<file path="config.mk">
export PLATFORM = sky130hd
export DESIGN_NAME = layer_sequencer
export DESIGN_NICKNAME = d
export VERILOG_FILES = /design/src/rtl/layer_seq_pkg.sv /design/src/rtl/seq_watchdog.sv /design/src/rtl/layer_sequencer.sv
export SDC_FILE = /design/constraint.sdc
export NUM_CORES = 1
export LEC_CHECK = 0
export ABC_AREA = 1
export BUFFER_PORTS_ARGS = -buffer_cell sky130_fd_sc_hd__buf_2
export CAP_MARGIN = 20
export CELL_PAD_IN_SITES_DETAIL_PLACEMENT = 0
export CELL_PAD_IN_SITES_GLOBAL_PLACEMENT = 1
export CORE_UTILIZATION = 39
export DETAILED_ROUTE_END_ITERATION = 8
export PLACE_DENSITY = 0.86
export REMOVE_ABC_BUFFERS = 1
export SYNTH_ARGS = -nofsm -noshare
export SYNTH_HDL_FRONTEND = slang
export SYNTH_HIERARCHICAL = 1
export SYNTH_SLANG_ARGS = --single-unit
</file>
<file path="constraint.sdc">
create_clock -name clk_in -period 2.15 [get_ports clk_in]
set_clock_uncertainty 0.15 [all_clocks]
set_input_delay 0.1075 -clock clk_in [delete_from_list [all_inputs] [get_ports clk_in]]
set_output_delay 0.1075 -clock clk_in [all_outputs]
set_load 0.05 [all_outputs]
</file>
<file path="src/rtl/layer_seq_pkg.sv">
// Shared types for the layer sequencer:
// FSM state encoding and index-width helper.
package layer_seq_pkg;

  typedef enum logic [2:0] {
    S_IDLE,
    S_FWD_ISSUE,
    S_FWD_WAIT,
    S_BWD_ISSUE,
    S_BWD_WAIT,
    S_DONE,
    S_ERR
  } seq_state_t;

  function automatic int idx_w(input int n);
    return (n > 1) ? $clog2(n) : 1;
  endfunction

endpackage

</file>
<file path="src/rtl/seq_watchdog.sv">
// Per-layer wait watchdog: counts enabled cycles,
// flags expiry on the TIMEOUT_CYCLES-th one.
module seq_watchdog #(
  parameter int TIMEOUT_CYCLES = 1024
) (
  input  logic clk_in,
  input  logic rst_in,
  input  logic clear,
  input  logic en,
  output logic expired
);

  localparam int CW = $clog2(TIMEOUT_CYCLES);
  localparam logic [CW-1:0] LIMIT = CW'(TIMEOUT_CYCLES - 1);

  logic [CW-1:0] cnt;

  // cnt = waited cycles before the current one; saturates
  always_ff @(posedge clk_in) begin
    if (!rst_in) begin
      cnt <= '0;
    end else if (clear) begin
      cnt <= '0;
    end else if (en && cnt != LIMIT) begin
      cnt <= cnt + CW'(1);
    end
  end

  assign expired = en && (cnt == LIMIT);

endmodule

</file>
<file path="src/rtl/layer_sequencer.sv">
// Drives forward (and optionally backward) prop pulses
// through a layer stack, one layer at a time.
module layer_sequencer
  import layer_seq_pkg::*;
#(
  parameter int NUM_LAYERS     = 4,
  parameter int TIMEOUT_CYCLES = 1024
) (
  input  logic                          clk_in,
  input  logic                          rst_in,
  input  logic                          start,
  input  logic                          train,
  input  logic                          abort,
  input  logic                          clear_err,
  input  logic [NUM_LAYERS-1:0]         fd_prop_done,
  input  logic [NUM_LAYERS-1:0]         bk_prop_done,
  output logic [NUM_LAYERS-1:0]         fd_prop,
  output logic [NUM_LAYERS-1:0]         bk_prop,
  output logic                          busy,
  output logic                          done,
  output logic                          error,
  output logic [idx_w(NUM_LAYERS)-1:0]  layer_idx,
  output logic [idx_w(NUM_LAYERS)-1:0]  err_layer
);

  localparam int IW = idx_w(NUM_LAYERS);
  localparam logic [IW-1:0] LAST = IW'(NUM_LAYERS - 1);
  localparam logic [IW-1:0] ONE  = IW'(1);

  seq_state_t state;
  logic       train_q;
  logic       in_wait;
  logic       wd_expired;
  logic       fwd_hit;
  logic       bwd_hit;
  logic       kill;

  function automatic logic [NUM_LAYERS-1:0] sel(
    input logic [IW-1:0] i
  );
    return NUM_LAYERS'(1) << i;
  endfunction

  assign in_wait = (state == S_FWD_WAIT) ||
                   (state == S_BWD_WAIT);
  assign fwd_hit = fd_prop_done[layer_idx];
  assign bwd_hit = bk_prop_done[layer_idx];
  assign kill    = abort &&
                   (state != S_IDLE) &&
                   (state != S_ERR);

  seq_watchdog #(
    .TIMEOUT_CYCLES(TIMEOUT_CYCLES)
  ) u_wd (
    .clk_in (clk_in),
    .rst_in (rst_in),
    .clear  (!in_wait),
    .en     (in_wait),
    .expired(wd_expired)
  );

  // Sequencer FSM; outputs registered alongside next state
  always_ff @(posedge clk_in) begin
    if (!rst_in) begin
      state     <= S_IDLE;
      train_q   <= 1'b0;
      fd_prop   <= '0;
      bk_prop   <= '0;
      busy      <= 1'b0;
      done      <= 1'b0;
      error     <= 1'b0;
      layer_idx <= '0;
      err_layer <= '0;
    end else begin
      fd_prop <= '0;
      bk_prop <= '0;
      done    <= 1'b0;
      if (kill) begin
        state <= S_IDLE;
        busy  <= 1'b0;
      end else begin
        unique case (state)
          S_IDLE: begin
            if (start) begin
              state     <= S_FWD_ISSUE;
              layer_idx <= '0;
              train_q   <= train;
              fd_prop   <= sel('0);
              busy      <= 1'b1;
            end
          end
          S_FWD_ISSUE: begin
            state <= S_FWD_WAIT;
          end
          S_FWD_WAIT: begin
            if (fwd_hit) begin
              if (layer_idx != LAST) begin
                state     <= S_FWD_ISSUE;
                layer_idx <= layer_idx + ONE;
                fd_prop   <= sel(layer_idx + ONE);
              end else if (train_q) begin
                state     <= S_BWD_ISSUE;
                layer_idx <= LAST;
                bk_prop   <= sel(LAST);
              end else begin
                state <= S_DONE;
                done  <= 1'b1;
              end
            end else if (wd_expired) begin
              state     <= S_ERR;
              err_layer <= layer_idx;
              error     <= 1'b1;
              busy      <= 1'b0;
            end
          end
          S_BWD_ISSUE: begin
            state <= S_BWD_WAIT;
          end
          S_BWD_WAIT: begin
            if (bwd_hit) begin
              if (layer_idx != '0) begin
                state     <= S_BWD_ISSUE;
                layer_idx <= layer_idx - ONE;
                bk_prop   <= sel(layer_idx - ONE);
              end else begin
                state <= S_DONE;
                done  <= 1'b1;
              end
            end else if (wd_expired) begin
              state     <= S_ERR;
              err_layer <= layer_idx;
              error     <= 1'b1;
              busy      <= 1'b0;
            end
          end
          S_DONE: begin
            state <= S_IDLE;
            busy  <= 1'b0;
          end
          S_ERR: begin
            if (clear_err) begin
              state <= S_IDLE;
              error <= 1'b0;
            end
          end
          default: begin
            state <= S_IDLE;
            busy  <= 1'b0;
            error <= 1'b0;
          end
        endcase
      end
    end
  end

endmodule
</file>
==> results_dict.tcl, run 1 <==
set metrics [dict create \
    die_x_um 68.56 \
    post_cts_buffers 0 \
    p_comb_frac 0.439 \
    wl_per_cell_um 11.50 \
    ys.flop_type "dfxtp_1" \
    routabilityCongestion 0.8156 \
    fp.dieH_um 68.56 \
    core.rowCount 23 \
    drt-initial-drc-count 138 \
    r2r_end "busy$_SDFFE_PP0P_" \
    maxCapViolCount 0 \
    cts-buffers-inserted 5 \
    grt_pass1_wl_um 6734 \
    vias 1645 \
    finalHoldViolCount 0 \
    min_path_cells 4 \
    p_leak_nw 1.004 \
    routed_wl_um 3989 \
    switching_share 0.4340 \
    min_period_ps 1947 \
    async_reset_ff_frac 0 \
    worstPathRequired_ps 2180 \
    grt_use_total 0.1967 \
    p_switching_w 0.0008174 \
    dp_hpwl_um 2961 \
    worst_slew_pin_slew_ps 372.8 \
    clock_path_buffers 2 \
    slew_violations 0 \
    peakVddDrop_uv 457.5 \
    portBuffers 28 \
    fin_crit_sh 0.9057 \
    slew_headroom 0.7511 \
    rsz0062_at_grt "no" \
    synth_area_leader_cell "dfxtp_1" \
    area_growth_pct 18.83 \
    powerDensity_mw_per_mm2 917.3 \
    cts_root_buf "clkbuf_8" \
    hold_ws_ps 73.73 \
    start_util 0.4199 \
    postSynthAreaPerCell_um2 6.750 \
    antenna_found_initial 0 \
    grt_max_degree 13 \
    crit_type "flop to flop" \
    worst_setup_path_start_kind "flop" \
    finalSetupTns_ps 0 \
    fillCellCount 438 \
    syn_area_mm2 0.001728 \
    cts_tree "done" \
    drive_gt1_frac 0.2121 \
    clkTransAtPathRegs_ps 60 \
    holdPathEnd "state[1]$_SDFFE_PP0P_" \
    cp_data_arrival_time_ps 1980 \
    ios 29 \
    synth_area_leaders "dfxtp_1 (34%), nand2_1 (16%), nor2_1 (8.0%), inv_1 (6.5%), nand3_1 (5.5%)" \
    p_seq_frac 0.333 \
    clock_sinks 29 \
    hp-start "clear_err" \
    worstHoldPathType "primary input to flop" \
    setup_violations 0 \
    synth_edf_count 0 \
    crit_fanout 8 \
    clock_latency_ps 280 \
    yosys.cell_types.count 27 \
    grt_pass1_vias 1425 \
    drc 0 \
    end_kind "flop" \
    synth_warnings 6 \
    placed_area_mm2 0.001931 \
    final_area_mm2 0.002053 \
    vias_per_cell 4.741 \
    p_int_w 0.001066 \
    worstReg2RegStart "state[1]$_SDFFE_PP0P_" \
    ys_ff_latch 29 \
    dr.pass1.iters 4 \
    synth_cells 256 \
    dieArea_mm2 0.004700 \
    grt-ovfl-total 0 \
    fmax_mhz 513.5 \
    synth_top_area_frac 0.3360 \
    ant_nets 0 \
    clkPwrFrac 0.228 \
    fin_nets 317 \
    setup_ws_ps 202.6 \
    rrSetupSlack_ps 200 \
    core-area_mm2 0.004115 \
    antennaDiodeCount 0 \
    reg2reg_depth 12 \
    p_total_w 0.001883 \
    status "finished, final reports clean" \
    pre_cts_ws_ps 226.8 \
    ys_seq_area_frac 0.3360 \
    htreeDepth 2 \
]
kinds of logic after synthesis:
kind of cell | synth area share
simple gates | 0.4613
flops | 0.3360
buf+inv | 0.09558
compound gates | 0.05648
fa+ha+maj | 0.05069
repair_timing:
action	in CTS	in global routing
hold buffers	4	0
hold endpoints to repair	7	0
resized for setup	0	0
worst max path at each step:
| stage | from | endpoint | slack [ps] |
|---|---|---|---|
| 2_1_floorplan | layer_idx[1]$_SDFFE_PN0P_ | layer_idx[1]$_SDFFE_PN0P_ | 90 |
| 3_3_place_gp | state[1]$_SDFFE_PP0P_ | busy$_SDFFE_PP0P_ | 320 |
| 3_5_place_dp | state[1]$_SDFFE_PP0P_ | busy$_SDFFE_PP0P_ | 230 |
| 4_1_cts | state[1]$_SDFFE_PP0P_ | busy$_SDFFE_PP0P_ | 220 |
| 5_1_grt | state[1]$_SDFFE_PP0P_ | busy$_SDFFE_PP0P_ | 2 |
| 6_report | state[1]$_SDFFE_PP0P_ | busy$_SDFFE_PP0P_ | 200 |
state kept, by name (all words and copies together) (netlist names):
register	cells
err_layer	2
fd_prop	4
busy	1
error	1
done	1
train_q	1
layer_idx	2
bk_prop	4
u_wd/cnt	10
state	3
layer usage:
| layer | GRT usage | routed length, um | vias up |
|---|---|---|---|
| li1 | - | - | 883 |
| met1 | 0.2757 | 2052 | 720 |
| met2 | 0.2794 | 1692 | 38 |
| met3 | 0.05263 | 189 | 4 |
| met4 | 0.08594 | 55 | 0 |
| met5 | 0 | 0 | - |
metrics by stage:
step | util | instances
after floorplan | - | 252
after global placement | 0.4691 | 335
after detailed placement | 0.4691 | 335
after CTS | 0.4989 | 347
after global routing | 0.4989 | 347
final | 0.4989 | 347
area by class of cell:
type	count	area, um^2	area share
multi-input combinational	189	982.2	0.4784
sequential	29	580.6	0.2828
timing repair buffer	37	217.7	0.1060
inverter	34	127.6	0.06216
clock buffer	6	72.57	0.03534
tap	50	62.56	0.03047
clock inverter	2	10.01	0.004875
cell usage after synthesis (all sizes together) (3+ instances only):
library cell	number
nand2	76
nor2	44
inv	34
dfxtp	29
nand3	25
a21oi	11
nor3	10
ha	7
buf	4
nand4	4
o21ai	3
power by group through the flow:
| stage | Combinational [W] | Clock, W | Sequential (W) |
|---|---|---|---|
| after floorplan | 0.000481 | 0 | 0.000765 |
| after global placement | 0.000823 | 0 | 0.000638 |
| after detailed placement | 0.000815 | 0 | 0.000638 |
| after CTS | 0.000827 | 0.000447 | 0.000627 |
| after global routing | 0.000931 | 0.000476 | 0.000631 |
| final | 0.000826 | 0.000429 | 0.000628 |
cell usage in the layout, fill, tap and decap left out, drive strengths merged:
cell,count
nand3,25
nor3b,2
o21ai,3
o21bai,1
clkbuf,6
dfxtp,29
dlygate4sd3,4
nand2,76
inv,34
nor3,10
a21oi,11
nand4,4
nand3b,2
nor2,44
buf,33
a21boi,1
o22ai,2
ha,7
clkinv,2
or2,1
critical path, cell delays in order (launching register included):
cell and delay (ps):
dfxtp_1 420, nor2_4 150, nand2_1 140, nand2_1 220, inv_1 80, nor2_1 170, inv_1 90, nand2_1 70
nand3b_1 80, nor2_2 130, nand2_1 60, nand2_1 60, nor2_1 30
Note: power is estimated with default switching activity, not from simulation.
==> run 2: changes to the inputs <==
Settings changed: CORE_ASPECT_RATIO set to 1.75.
==> run 2 against run 1 <==
Effect of this change:
- total power up 0.51%
- critical path depth unchanged
- cell area unchanged
- worst setup slack better by 24 ps
- largest power group unchanged
- non-clock buffer count unchanged
- sequential power about the same
- sequential share of layout area up 0.061 points
- clock power up 3%
- via count up 1.3%
- worst hold slack worse by 12 ps
- largest cell class unchanged
- die area up 0.23%
==> results_dict.tcl, run 2 (synthesized netlist as in run 1, its figures left out) <==
set metrics [dict create \
    status "finished, final reports clean" \
    antennaDiodeCount 0 \
    worstHoldPathType "primary input to flop" \
    worstPathRequired_ps 2190 \
    finalSetupTns_ps 0 \
    p_leak_nw 1.004 \
    cp_data_arrival_time_ps 1970 \
    antenna_found_initial 0 \
    wl_per_cell_um 11.66 \
    portBuffers 28 \
    clkTransAtPathRegs_ps 60 \
    drt-initial-drc-count 32 \
    vias_per_cell 4.815 \
    reg_top3 "u_wd/cnt (10), bk_prop (4), fd_prop (4)" \
    fin_nets 317 \
    regMostFlops "u_wd/cnt" \
    grt_max_degree 13 \
    end_kind "flop" \
    maxCapViolCount 0 \
    dp_hpwl_um 3166 \
    cts-buffers-inserted 5 \
    cpLargestDelayFamily "simple AND/OR/NAND/NOR gates" \
    worst_setup_path_start_kind "flop" \
    crit_type "flop to flop" \
    peakVddDrop_uv 412.7 \
    start_util 0.4125 \
    placed_area_mm2 0.001929 \
    drive_gt1_frac 0.2155 \
    dr.pass1.iters 4 \
    cts_tree "done" \
    drc 0 \
    fmax_mhz 520.1 \
    routed_wl_um 4036 \
    setup_violations 0 \
    fin_crit_sh 0.8944 \
    clock_latency_ps 290 \
    routabilityCongestion 0.8353 \
    ant_nets 0 \
    slew_violations 0 \
    hp-start "clear_err" \
    slowest_delay_ps 400 \
    fillCellCount 461 \
    crit_fanout 4 \
    crit_chain "ha_1 -> inv_1 -> nor2_2 -> nand3b_4 -> nor2_1 -> inv_1 -> nand2_1 -> nand3b_1 -> nor2_2 -> nand2_1 -> nand2_1 -> nor2_1" \
    critPathLaunch "u_wd/cnt[0]$_SDFFE_PP0P_" \
    multiInputGateArea_um2 982.2 \
    min_period_ps 1923 \
    rsz0062_at_grt "no" \
    grt-ovfl-total 0 \
    die_x_um 52.32 \
    fp.dieH_um 90.06 \
    area_growth_pct 18.83 \
    largest_reg_flops 10 \
    layout_common_cells "nand2_1 (72), nor2_1 (37), inv_1 (30)" \
    cts_root_buf "clkbuf_8" \
    finalHoldViolCount 0 \
    crit_top_cell "nand2_1" \
    clock_path_buffers 2 \
    grt_pass1_vias 1611 \
    worstReg2RegStart "u_wd/cnt[0]$_SDFFE_PP0P_" \
    post_cts_buffers 0 \
    powerDensity_mw_per_mm2 922.0 \
    mostFrequentLayoutCell "nand2_1" \
    crit_buf_inv 2 \
    grt_use_total 0.1959 \
    crit_slowest_cell "dfxtp_1" \
    core.rowCount 31 \
    area.sequential_um2 581.8 \
    clock_sinks 29 \
    slew_headroom 0.7698 \
    core-area_mm2 0.004189 \
    worst_slew_pin_slew_ps 344.9 \
    final_area_mm2 0.002053 \
    dieArea_mm2 0.004711 \
    vias 1666 \
    ios 29 \
    grt_pass1_wl_um 6893 \
    htreeDepth 2 \
]
-- run 2: changes by cell type in the layout (fill, tap and decap cells not counted) --
cell and change:
dfxtp_1 -1, dfxtp_2 +1
-- run 2: path summary, 6_finish.rpt --
path	to	slack (ps)	depth (start not counted)
min	state[1]$_SDFFE_PP0P_	60	4
max reg2reg	busy$_SDFFE_PP0P_	230	12
max	busy$_SDFFE_PP0P_	230	12
min reg2reg	error$_SDFFE_PN0P_	330	2
-- run 2: where the power goes --
group	internal [W]	leakage [nW]	switching, W	total, W
Combinational	0.000259	0.724	0.000562	0.000821
Clock	0.000224	0.0450	0.000219	0.000443
Sequential	0.000587	0.235	0.0000423	0.000629
-- run 2: area by class of cell --
class | count | area share
clock inverter | 2 | 0.004875
timing repair buffer | 37 | 0.1060
tap | 49 | 0.02986
sequential | 29 | 0.2834
inverter | 34 | 0.06216
clock buffer | 6 | 0.03534
multi-input combinational | 189 | 0.4784
-- run 2: through the flow --
stage               hold WS (ps)  worst slack [ps]  utilization  cells  total power, W
floorplan                  77.89             94.26            -    252        0.001246
global placement           243.9             326.8       0.4606    334        0.001459
detailed placement         258.1             254.8       0.4606    334        0.001458
CTS                        70.94             239.6       0.4898    346        0.001905
global route               105.1             20.16       0.4901    346        0.002037
finish                     62.05             227.1       0.4901    346        0.001893
-- run 2: routing by layer --
layer  GRT usage  vias to the layer above  wire, um
li1            -                      883         -
met1      0.1909                      738      1525
met2      0.3555                       37      2247
met3     0.05245                        8       163
met4     0.09430                        0       100
met5           0                        -         0
-- run 2: what timing repair did --
item | in CTS | in global routing
hold endpoints to repair | 6 | 0
gates resized for setup | 0 | 1
hold buffers | 4 | 0
setup endpoints to repair | 0 | 1
-- run 2: worst min-delay path, delay by kind of cell --
kind            cells  cell delay [ps]
buf+inv             2              100
simple gates        1              160
compound gates      1               90
==> run 3: changes to the inputs <==
Settings changed: PLACE_DENSITY 0.86 to 0.76.
==> run 3 against run 2 <==
Effect of this change:
- largest power group unchanged
- largest cell class unchanged
- wire length up 6.8%
- core utilization up 1.4 points
- non-clock buffer count up 2
- sequential cell count unchanged
- combinational power up 3.8%
==> results_dict.tcl, run 3 (synthesized netlist as in run 1, its figures left out) <==
set metrics [dict create \
    grt_pass1_wl_um 7245 \
    post_cts_buffers 0 \
    fillCellCount 468 \
    clkPwrFrac 0.286 \
    ios 29 \
    placed_area_mm2 0.001944 \
    crit_chain "inv_2 -> nand2_1 -> inv_1 -> nand2_1 -> o21ai_0 -> a21oi_1 -> dlygate4sd3_1" \
    finalSetupTns_ps 0 \
    drive_gt1_frac 0.2308 \
    worst_slew_pin_slew_ps 396.0 \
    drc 0 \
    antenna_found_initial 0 \
    final_core_util 0.5039 \
    grt_use_total 0.2076 \
    end_kind "flop" \
    dp_hpwl_um 3428 \
    wl_per_cell_um 12.38 \
    p_int_w 0.001232 \
    worstPathRequired_ps 2170 \
    routed_wl_um 4309 \
    slew_headroom 0.7357 \
    regMostFlops "u_wd/cnt" \
    final_area_mm2 0.002111 \
    finalHoldViolCount 0 \
    crit_fanout 7 \
    htreeDepth 2 \
    status "finished, final reports clean" \
    worstHoldPathType "primary input to flop" \
    vias_per_cell 4.793 \
    crit_buf_inv 3 \
    crit_slowest_cell "dlygate4sd3_1" \
    fmax_mhz 533.8 \
    routabilityCongestion 0.7957 \
    grt_pass1_vias 1656 \
    die_x_um 52.32 \
    vias 1668 \
    start_util 0.4125 \
    clock_latency_ps 280 \
    fin_nets 319 \
    layout_common_cells "nand2_1 (71), nor2_1 (36), inv_1 (30)" \
    cp_data_arrival_time_ps 1890 \
    grt-ovfl-total 0 \
    fp.dieH_um 90.06 \
    slew_violations 0 \
    largest_reg_flops 10 \
    portBuffers 28 \
    slowest_delay_ps 550 \
    clock_path_buffers 2 \
    clock_sinks 29 \
    dr.pass1.iters 4 \
    grt_max_degree 13 \
    switching_share 0.4061 \
    core.rowCount 31 \
    crit_type "flop to flop" \
    maxCapViolCount 0 \
    dieArea_mm2 0.004711 \
    p_comb_frac 0.411 \
    rsz0062_at_grt "no" \
    core-area_mm2 0.004189 \
    setup_violations 0 \
    cts_tree "done" \
    reg_top3 "u_wd/cnt (10), bk_prop (4), fd_prop (4)" \
    worst_setup_path_start_kind "flop" \
    mostFrequentLayoutCell "nand2_1" \
    peakVddDrop_uv 430.4 \
    cts_root_buf "clkbuf_8" \
    clkTransAtPathRegs_ps 70 \
    p_leak_nw 1.028 \
    powerDensity_mw_per_mm2 982.6 \
    area_growth_pct 22.16 \
    p_switching_w 0.0008423 \
    antennaDiodeCount 0 \
    ant_nets 0 \
    p_seq_frac 0.303 \
    cts-buffers-inserted 5 \
    min_period_ps 1873 \
    cpLargestDelayFamily "buffers and inverters" \
    p_total_w 0.002074 \
    fin_crit_sh 0.8714 \
    drt-initial-drc-count 31 \
    crit_top_cell "nand2_1" \
]
-- run 3: final cells by class --
cell class	instances	area [um^2]	share of cell area
Inverter	34	127.6	0.06046
Sequential cell	29	581.8	0.2756
Clock buffer	6	82.58	0.03912
Tap cell	49	61.31	0.02905
Clock inverter	2	37.54	0.01778
Multi-Input combinational cell	189	987.2	0.4677
Timing Repair Buffer	39	232.7	0.1103
-- run 3: power groups by stage --
stage	clock, W	sequential (W)	combinational, W
floorplan	0	0.000765	0.000481
global placement	0	0.000637	0.000841
detailed placement	0	0.000638	0.000839
CTS	0.000613	0.000625	0.000856
global route	0.000643	0.000632	0.000961
finish	0.000594	0.000628	0.000852
-- run 3: worst reg2reg max path: cells and delay by family, from the launching register on --
family | cells | cell delay [ps]
flip-flops | 1 | 370
AO/OA/AOI/OAI | 2 | 210
AND/OR/NAND/NOR | 2 | 220
buffers and inverters | 3 | 800
-- run 3: repair_timing --
| item | in CTS | in global routing |
|---|---|---|
| endpoints found under the hold margin | 6 | 0 |
| setup endpoints to repair | 0 | 1 |
| resized for setup | 0 | 3 |
| hold buffers | 4 | 0 |
-- run 3: final timing paths --
| path | slack (ps) | from | depth (start not counted) | to |
|---|---|---|---|---|
| worst max-delay path | 280 | state[2]$_SDFFE_PP0P_ | 7 | train_q$_SDFFE_PN0P_ |
| worst min-delay path | 100 | clear_err | 4 | state[1]$_SDFFE_PP0P_ |
| worst max register to register | 280 | state[2]$_SDFFE_PP0P_ | 7 | train_q$_SDFFE_PN0P_ |
| worst min register to register | 330 | err_layer[0]$_SDFFE_PN0P_ | 2 | err_layer[0]$_SDFFE_PN0P_ |
-- run 3: routing by layer --
metal	vias up	part of all wire	track usage
met4	0	0.025	0.08772
met1	756	0.36	0.1851
met2	16	0.60	0.4093
met3	10	0.016	0.04061
li1	886	-	-
met5	-	0	0
-- run 3: stage by stage --
stage | setup WS, ps | hold WS (ps) | cells
CTS | 182.9 | 103.6 | 348
global placement | 257.7 | 257.0 | 336
detailed placement | 217.6 | 248.7 | 336
global route | 63.35 | 99.79 | 348
finish | 276.5 | 96.38 | 348
floorplan | 94.26 | 77.89 | 252
